===== src/rtl/sequence_detector.sv =====
// Serial detector for the pattern 0,1,{0}*,1 (non-overlapping) with a two-digit BCD
// detection counter, its binary mirror, and active-low seven-segment decodes.
module sequence_detector (
  input  logic       clk,
  input  logic       rst,
  input  logic       ena,
  input  logic       sig_to_test,
  output logic [7:0] disp0,
  output logic [7:0] disp1,
  output logic       z,
  output logic [6:0] count_detect
);

  typedef enum logic [2:0] {
    START  = 3'd0,
    GOT0   = 3'd1,
    GOT01  = 3'd2,
    GOT010 = 3'd3
  } state_t;

  state_t     state;
  state_t     next_state;
  logic [3:0] ones;
  logic [3:0] tens;

  function automatic logic [7:0] seg_decode(input logic [3:0] digit);
    logic [7:0] seg;
    case (digit)
      4'd0:    seg = 8'hC0;
      4'd1:    seg = 8'hF9;
      4'd2:    seg = 8'hA4;
      4'd3:    seg = 8'hB0;
      4'd4:    seg = 8'h99;
      4'd5:    seg = 8'h92;
      4'd6:    seg = 8'h82;
      4'd7:    seg = 8'hF8;
      4'd8:    seg = 8'h80;
      4'd9:    seg = 8'h90;
      default: seg = 8'hFF;
    endcase
    return seg;
  endfunction

  always_ff @(posedge clk or negedge rst) begin
    if (!rst) state <= START;
    else      state <= next_state;
  end

  // Any completed match returns to START so its final 1 cannot seed the next match.
  always_comb begin
    next_state = START;
    z          = 1'b0;
    case (state)
      START:  next_state = sig_to_test ? START : GOT0;
      GOT0:   next_state = sig_to_test ? GOT01 : GOT0;
      GOT01, GOT010: begin
        if (sig_to_test) begin
          next_state = START;
          z          = rst;
        end else begin
          next_state = GOT010;
        end
      end
      default: next_state = START;
    endcase
  end

  // BCD count and its binary mirror advance together, wrapping 99 -> 00.
  always_ff @(posedge clk or negedge rst) begin
    if (!rst) begin
      ones         <= 4'd0;
      tens         <= 4'd0;
      count_detect <= 7'd0;
    end else if (z && ena) begin
      if (ones == 4'd9) begin
        ones <= 4'd0;
        tens <= (tens == 4'd9) ? 4'd0 : tens + 4'd1;
      end else begin
        ones <= ones + 4'd1;
      end
      count_detect <= (ones == 4'd9 && tens == 4'd9) ? 7'd0 : count_detect + 7'd1;
    end
  end

  assign disp0 = seg_decode(ones);
  assign disp1 = seg_decode(tens);

endmodule


===== config.mk =====
export PLATFORM = sky130hd
export DESIGN_NAME = sequence_detector
export DESIGN_NICKNAME = d
export VERILOG_FILES = /design/src/rtl/sequence_detector.sv
export SDC_FILE = /design/constraint.sdc
export NUM_CORES = 1
export LEC_CHECK = 0
export ABC_AREA = 0
export CORE_UTILIZATION = 39
export CTS_CLUSTER_SIZE = 16
export DETAILED_ROUTE_END_ITERATION = 8
export DONT_BUFFER_PORTS = 1
export PLACE_DENSITY_LB_ADDON = 0.08
export SLEW_MARGIN = 20
export SYNTH_ARGS = -nofsm -noshare
export SYNTH_HDL_FRONTEND = slang
export SYNTH_SLANG_ARGS = --single-unit

===== constraint.sdc =====
create_clock -name clk -period 1.7 [get_ports clk]
set_input_delay 0.34 -clock clk [delete_from_list [all_inputs] [get_ports clk]]
set_output_delay 0.34 -clock clk [all_outputs]
set_load 0.01 [all_outputs]

# Word-level counts from Yosys, hierarchy flattened
# Memory sizes are Yosys's and may differ from the RTL's.
# Index checks and enable logic that the tools add are counted.
# Widths: inputs -> output; s select.
word_totals:
  out_inout_bits: 24
  ff_bits: 18
  wordCells: 28
  input_bits: 4
  mem_count: 2
  mem_bits_ro: 224
memory_table:
  columns: ["memory", "words", "width", "read_ports", "rd_clocked_by_memory_dff", "write_ports", "line_no", "text"]
  rows:
  - ["(no name shown)", 16, 7, 1, 0, 0, "28", "case (digit)"]
  - ["(no name shown)", 16, 7, 1, 0, 0, "28", null]
classes:
  mux: 9
  n_reduce_logical: 5
  eq_ne: 5
  n_addsub: 3
op_table:
  columns: ["cell", "count"]
  rows:
  - ["$add 4x1->4 const B", 2]
  - ["$eq 4x4->1 const B", 2]
  - ["$mux 4", 2]
  - ["$add 7x1->7 const B", 1]
  - ["$mux 7", 1]
  - ["$eq 3x2->1 const B", 2]
  - ["$pmux 2 s3", 1]
  - ["$mux 2", 2]
  - ["$eq 3x1->1 const B", 1]
  - ["$logic_not 3->1", 1]
  - ["$mux 1", 3]
  - ["$logic_and 1x1->1", 2]
  - ["$reduce_and 2->1", 1]
  - ["$reduce_or 2->1", 1]

# Longest topological paths before layout
# Gate-level depths: netlist (run 1).
depth:
  depth_word: 5
  mapped_depth: 6
  mapped_depth_nobuf: 6

# Least setup slack after synthesis (run 1)
# OpenSTA, ideal clock, no wires.
synth_path:
  path_kind: "flip-flop to output port"
  from: "register ones[1]"
  to: "output port disp0[0]"
  arrival_time_ns: 1.259
  n_path_buf: 0
  t_required_ns: 1.360
  path_stages_with_launch: 6
  path_slack_ns: 0.101
  cell_sequence: "dfrtp_1 -> inv_1 -> ha_1 -> or2_2 -> a21oi_1 -> nor2_1"
synth_between:
  elab_chain_cells: 1
synth_rtl:
  columns: ["element", "line_no", "text"]
  rows:
  - ["from (decl)", "23", "logic [3:0] ones;"]
  - ["from (signal assigned)", "79", "ones <= ones + 4'd1;"]
  - ["$mem_v2 16x7", null, null]
  - ["to (decl)", "8", "output logic [7:0] disp0,"]
# No other way between the ends.

# Final worst setup path (run 1)
layout_path:
  from: "register tens[1]"
  to: "output port disp1[4]"
layout_between:
  elab_chain_cells: 1
layout_rtl:
  columns: ["element", "line_no", "text"]
  rows:
  - ["from (decl)", "24", "logic [3:0] tens;"]
  - ["from (signal assigned)", "77", "tens <= (tens == 4'd9) ? 4'd0 : tens + 4'd1;"]
  - ["$mem_v2 16x7", null, null]
  - ["to (decl)", "9", "output logic [7:0] disp1,"]
# No other way between the ends.

==> results of run 1 <==
-- per-layer routing --
metal	vias to the layer above	global-route usage, %	share of wire [%]
met3	2	4.835	3.1
met5	-	0	0
met2	18	31.49	52
li1	559	-	-
met4	0	3.401	0.61
met1	538	21.69	45
-- worst min path at each step --
stage,startpoint,endpoint,slack [ns],cells past startpoint
4_1_cts,sig_to_test,state[0],0.08,1
2_1_floorplan,rst,count_detect[0],0.04,0
3_5_place_dp,rst,state[1],0.04,0
5_1_grt,sig_to_test,state[0],0.06,1
6_report,sig_to_test,state[0],0.09,1
3_3_place_gp,rst,state[1],0.04,0
-- placed cells by master (no fill, tap or decap), types with 2 or more instances in the layout --
cell,instances
nand2_1,16
a31oi_4,2
o31ai_1,2
and3b_1,2
o21ai_0,13
nor2_4,3
conb_1,2
ha_1,4
a21oi_4,2
nor2_1,5
a32oi_1,2
dfrtp_2,2
nor3b_2,3
buf_6,2
mux2i_1,2
nand2_2,2
nand3_1,8
clkbuf_4,3
o21ai_2,7
inv_1,3
a31oi_2,2
nor2_2,8
ha_4,3
inv_2,5
a21o_1,3
and3_1,2
dfrtp_1,15
ha_2,4
a21oi_1,5
or2_4,2
buf_4,19
-- area by class of cell --
type / instances / area, µm²
sequential: 17 / 427.9
inverter: 9 / 36.28
fill: 289 / 1380
clock inverter: 1 / 5.005
multi-input combinational: 116 / 950.9
timing repair buffer: 22 / 175.2
clock buffer: 3 / 22.52
tap: 44 / 55.05
-- repair_timing --
action / in CTS / in global routing
setup buffers: 11 / 4
gates resized for setup: 37 / 23
hold endpoints to repair: 17 / 0
pin swaps: 8 / 6
hold buffers: 1 / 0
endpoints found under the setup margin: 14 / 17
cloned: 0 / 0
-- kinds of logic (layout without fill, tap and decap cells) --
kind of cell,Yosys count,after routing,share of synthesized area (%)
AOI/OAI and AO/OA,42,42,19.84
adders and majority gates,11,11,10.91
buffers and inverters,16,35,5.853
DFF,17,17,33.73
muxes,4,4,3.670
other,1,2,0.2973
and+or+nand+nor,57,57,25.70
-- flip-flops by register name (all words and copies together), names as in the netlist --
signal,count
count_detect,7
ones,4
state,2
tens,4
-- report_power, final --
| group | internal [mW] | switching, mW |
|---|---|---|
| sequential | 0.516 | 0.139 |
| clock | 0.0876 | 0.137 |
| combinational | 0.833 | 1.06 |
| total | 1.44 | 1.34 |
-- metrics by stage --
stage	cell area (µm²)	total power, mW	hold slack [ns]
finish	1673	2.776	0.08521
global route	1673	3.015	0.06057
CTS	1569	2.520	0.07819
detailed placement	1325	1.802	0.04498
global placement	1325	1.789	0.04486
floorplan	1265	1.527	0.04441
==> impl_metrics.json, run 1 <==
{
  "avgSynthCellArea_um2": 8.522,
  "viasPerCell": 5.269,
  "hpwl_mm": 1.930,
  "ys_seq_area_share_pct": 33.73,
  "failed_checks": "setup timing",
  "gr-total-overflow": 0,
  "status": "finished with violations",
  "drive_gt1_share_pct": 46.43,
  "syn-cell-area_um2": 1261,
  "coreArea_um2": 3053,
  "wl_mm": 2.927,
  "insertion_delay_ns": 0.29,
  "yosysMostFrequentCell": "o21ai_0",
  "p_per_area_nw_per_um2": 1659,
  "tns_ns": -0.2078,
  "path_buf_inv": 2,
  "synth_edf_count": 0,
  "ys_top_cells_by_count": "o21ai_0 (21), dfrtp_1 (17), nand2_1 (17)",
  "synthArstFlopShare_pct": 100.0,
  "num_vias": 1117,
  "drt_iter0_drc": 23,
  "synth_area_leader_cell": "dfrtp_1",
  "critPathMaxFanout": 5,
  "cts-htree-levels": 1,
  "drv_slew": 0,
  "reg2reg_depth": 7,
  "synth-seq-cells": 17,
  "synthFlopType": "dfrtp_1",
  "worst_pin_slew_ns": 0.7735,
  "p_leak_nw": 0.7082,
  "placed_cells": 192,
  "grt_pass1_wl_mm": 4.740,
  "critPathLaunchType": "flip-flop",
  "max_slew_margin_pct": 48.27,
  "io-pin-count": 28,
  "yosysTopAreaCellShare_pct": 33.73,
  "fin_util_pct": 54.80,
  "synth.distinct_cells": 33,
  "wl_per_cell_um": 13.81,
  "antenna_found_initial": 0,
  "final_nets": 184,
  "cts_buffers": 3,
  "portBuffers": 0,
  "worstPathArrival_ns": 1.41,
  "worstSetupEndpointType": "primary output",
  "setup_slack_ns": -0.04762,
  "post-route-period-util_pct": 102.8,
  "max_freq_mhz": 572.2,
  "drtAntennaViolNets": 0,
  "max_stage_delay_ns": 0.38,
  "cts_root_buf": "clkbuf_4",
  "die_area_um2": 3465,
  "place_ws_ns": 0.1097,
  "drc": 0,
  "r2r_slack_ns": 0.14,
  "timing.critical_path.to": "disp1[4]",
  "r2r_end": "count_detect[4]",
  "path_cells": "inv_2 -> buf_6 -> ha_4 -> mux2i_1 -> nor2_1 -> a31oi_2",
  "die_h_um": 58.87,
  "crit_path_start": "tens[1]",
  "ir_drop_v": 0.0006448,
  "track_usage_pct": 17.80,
  "critPathSlowestCell": "dfrtp_1",
  "min_period_ns": 1.748,
  "hold_path.class": "primary input to flip-flop",
  "cp_num_cells": 6,
  "gp_congestion": 0.8061,
  "start_util_pct": 41.31,
  "required_ns": 1.36,
  "diodes": 0,
  "cts_tree": "done",
  "rr_startpoint": "tens[1]",
  "area_delta_synth_final_pct": 32.64,
  "finalHoldViolations": 0,
  "cts_buffer_depth": 2,
  "die_w_um": 58.87,
  "cp_top_family": "flip-flops",
  "finalSetupViolations": 5,
  "clkTransAtPathRegs_ns": 0.11,
  "ys_warn_count": 0,
  "crit_type": "flip-flop to primary output",
  "grt_start_max_net_pins": 18,
  "drtPass1Iterations": 4,
  "grt_pass1_vias": 1077,
  "row_count": 20,
  "max-cap-violations": 0,
  "fin_skew_ns": 0.006207,
  "synth.area.top_cells": "dfrtp_1 (34%), ha_1 (11%), o21ai_0 (8.3%)",
  "fin_cells": 212,
  "rsz0062_at_grt": "true",
  "cts_sinks": 17,
  "synth_cells": 148
}
(Power assumes the default switching activity.)
==> inputs of run 2 (changes only) <==
Settings changed: ABC_CLOCK_PERIOD_IN_PS from default to 1700, PLACE_DENSITY from default to 0.52, PLACE_DENSITY_LB_ADDON 0.08 to default.
==> impl_metrics.json, run 2 (synthesized netlist as in run 1, its figures left out) <==
{
  "status": "finished with violations",
  "failed_checks": "setup timing",
  "nFillCells": 262,
  "setup_slack_ns": -0.06819,
  "portBuffers": 0,
  "p_per_area_nw_per_um2": 1691,
  "gr-total-overflow": 0,
  "grt_pass1_wl_mm": 4.864,
  "drtAntennaViolNets": 0,
  "biggestRegsByFlops": "count_detect: 7 flops, ones: 4 flops, tens: 4 flops",
  "grt_start_max_net_pins": 18,
  "finalHoldViolations": 0,
  "fin_skew_ns": 0.003891,
  "track_usage_pct": 18.22,
  "die_w_um": 58.87,
  "power_frac_clock_pct": 7.5,
  "worst_pin_slew_ns": 0.8048,
  "clkTransAtPathRegs_ns": 0.10,
  "met3_usage_pct": 4.396,
  "drv_slew": 0,
  "row_count": 20,
  "diodes": 0,
  "regMostFlops": "count_detect",
  "pwr-share-comb_pct": 68.9,
  "die_h_um": 58.87,
  "cts_root_buf": "clkbuf_4",
  "hold_slack_ns": 0.09268,
  "use_met1_pct": 23.34,
  "cts_sinks": 17,
  "final_nets": 184,
  "seq_area_um2": 430.4,
  "p_leak_nw": 0.7016,
  "top_usage_layer": "met2",
  "drt_iter0_drc": 46,
  "critPathMaxFanout": 4,
  "ir_drop_v": 0.0008434,
  "max-cap-violations": 0,
  "area_delta_synth_final_pct": 36.61,
  "io-pin-count": 28,
  "tns_ns": -0.3396,
  "min_period_ns": 1.768,
  "crit_type": "flip-flop to primary output",
  "grt_pass1_vias": 1052,
  "cts_tree": "done",
  "mostFrequentLayoutCell": "buf_4",
  "drc": 0,
  "post-route-period-util_pct": 104.0,
  "cts_buffer_depth": 2,
  "netSwitchingFraction_pct": 48.78,
  "num_vias": 1120,
  "insertion_delay_ns": 0.29,
  "hold_path.class": "primary input to flip-flop",
  "critPathLaunchType": "flip-flop",
  "multi_input_area_um2": 993.5,
  "wl_per_cell_um": 14.73,
  "start_util_pct": 41.31,
  "drtPass1Iterations": 4,
  "seqPwrFrac_pct": 23.6,
  "worstSetupEndpointType": "primary output",
  "viasPerCell": 5.283,
  "wl_mm": 3.123,
  "cts-htree-levels": 1,
  "antenna_found_initial": 0,
  "drive_gt1_share_pct": 47.62,
  "largest_reg_flops": 7,
  "coreArea_um2": 3053,
  "place_ws_ns": 0.09998,
  "rsz0062_at_grt": "true",
  "layout_common_cells": "buf_4 (17), nand2_1 (14), o21ai_0 (14)",
  "cts_buffers": 3,
  "grtUsageMet2_pct": 31.98,
  "finalSetupViolations": 7,
  "hpwl_mm": 1.936,
  "die_area_um2": 3465,
  "intPower_mw": 1.492,
  "gp_congestion": 0.7909,
  "required_ns": 1.36,
  "power.switching_mw": 1.421,
  "max_slew_margin_pct": 46.17,
  "max_freq_mhz": 565.6,
  "worstPathArrival_ns": 1.43
}
run 2: cell types whose count changed in the layout (fill, tap and decap cells not counted), moves of 3 or more:
cell,before,now
nor2_2,8,5
ha_2,4,1
a21oi_1,5,2
a21oi_2,1,4
ha_4,3,6
run 2: final timing paths:
path,endpoint,slack [ns],depth (start not counted),start
min in group asynchronous,count_detect[5],0.57,1,rst
setup / recovery,disp0[3],-0.07,4,ones[0]
hold / removal,state[0],0.09,1,sig_to_test
setup reg to reg,tens[2],0.12,7,tens[1]
hold reg to reg,state[1],0.52,2,state[0]
max in group asynchronous,ones[0],0.58,1,rst
run 2: repair_timing:
item | CTS | global route
hold buffers | 1 | 0
gates resized for setup | 39 | 30
pin swaps | 8 | 6
endpoints found under the setup margin | 14 | 15
endpoints found under the hold margin | 17 | 0
setup buffers | 7 | 7
run 2: per-stage QoR:
stage | power [mW] | utilization (%) | cell area (µm²) | instances
detailed placement | 1.841 | 43.65 | 1333 | 193
finish | 2.913 | 56.43 | 1723 | 212
global placement | 1.826 | 43.65 | 1333 | 193
CTS | 2.554 | 51.07 | 1559 | 205
global route | 3.129 | 56.43 | 1723 | 212
floorplan | 1.527 | - | 1265 | 149
run 2: critical path, stage by stage (launching register included):
cell and delay, ns:
dfrtp_2 0.45, ha_4 0.17, or2_4 0.23, a21oi_4 0.22, a31oi_4 0.06
run 2: power groups by stage:
stage / Clock [mW] / Sequential (mW) / Combinational [mW]
3_5_place_dp: 0 / 0.670 / 1.17
2_1_floorplan: 0 / 0.629 / 0.898
5_1_grt: 0.246 / 0.710 / 2.17
4_1_cts: 0.231 / 0.668 / 1.65
6_report: 0.219 / 0.687 / 2.01
3_3_place_gp: 0 / 0.667 / 1.16
run 2: per-layer routing:
layer | share of wire (%) | routed length, µm | vias up
li1 | - | - | 551
met1 | 44 | 1383 | 541
met2 | 52 | 1613 | 24
met3 | 3.3 | 103 | 4
met4 | 0.74 | 23 | 0
met5 | 0 | 0 | -
run 2: area by class of cell:
class	instances	area share (%)
Multi-Input combinational cell	116	57.66
Sequential cell	17	24.98
Timing Repair Buffer	22	10.17
Tap cell	44	3.195
Inverter	9	2.469
Clock buffer	4	1.525
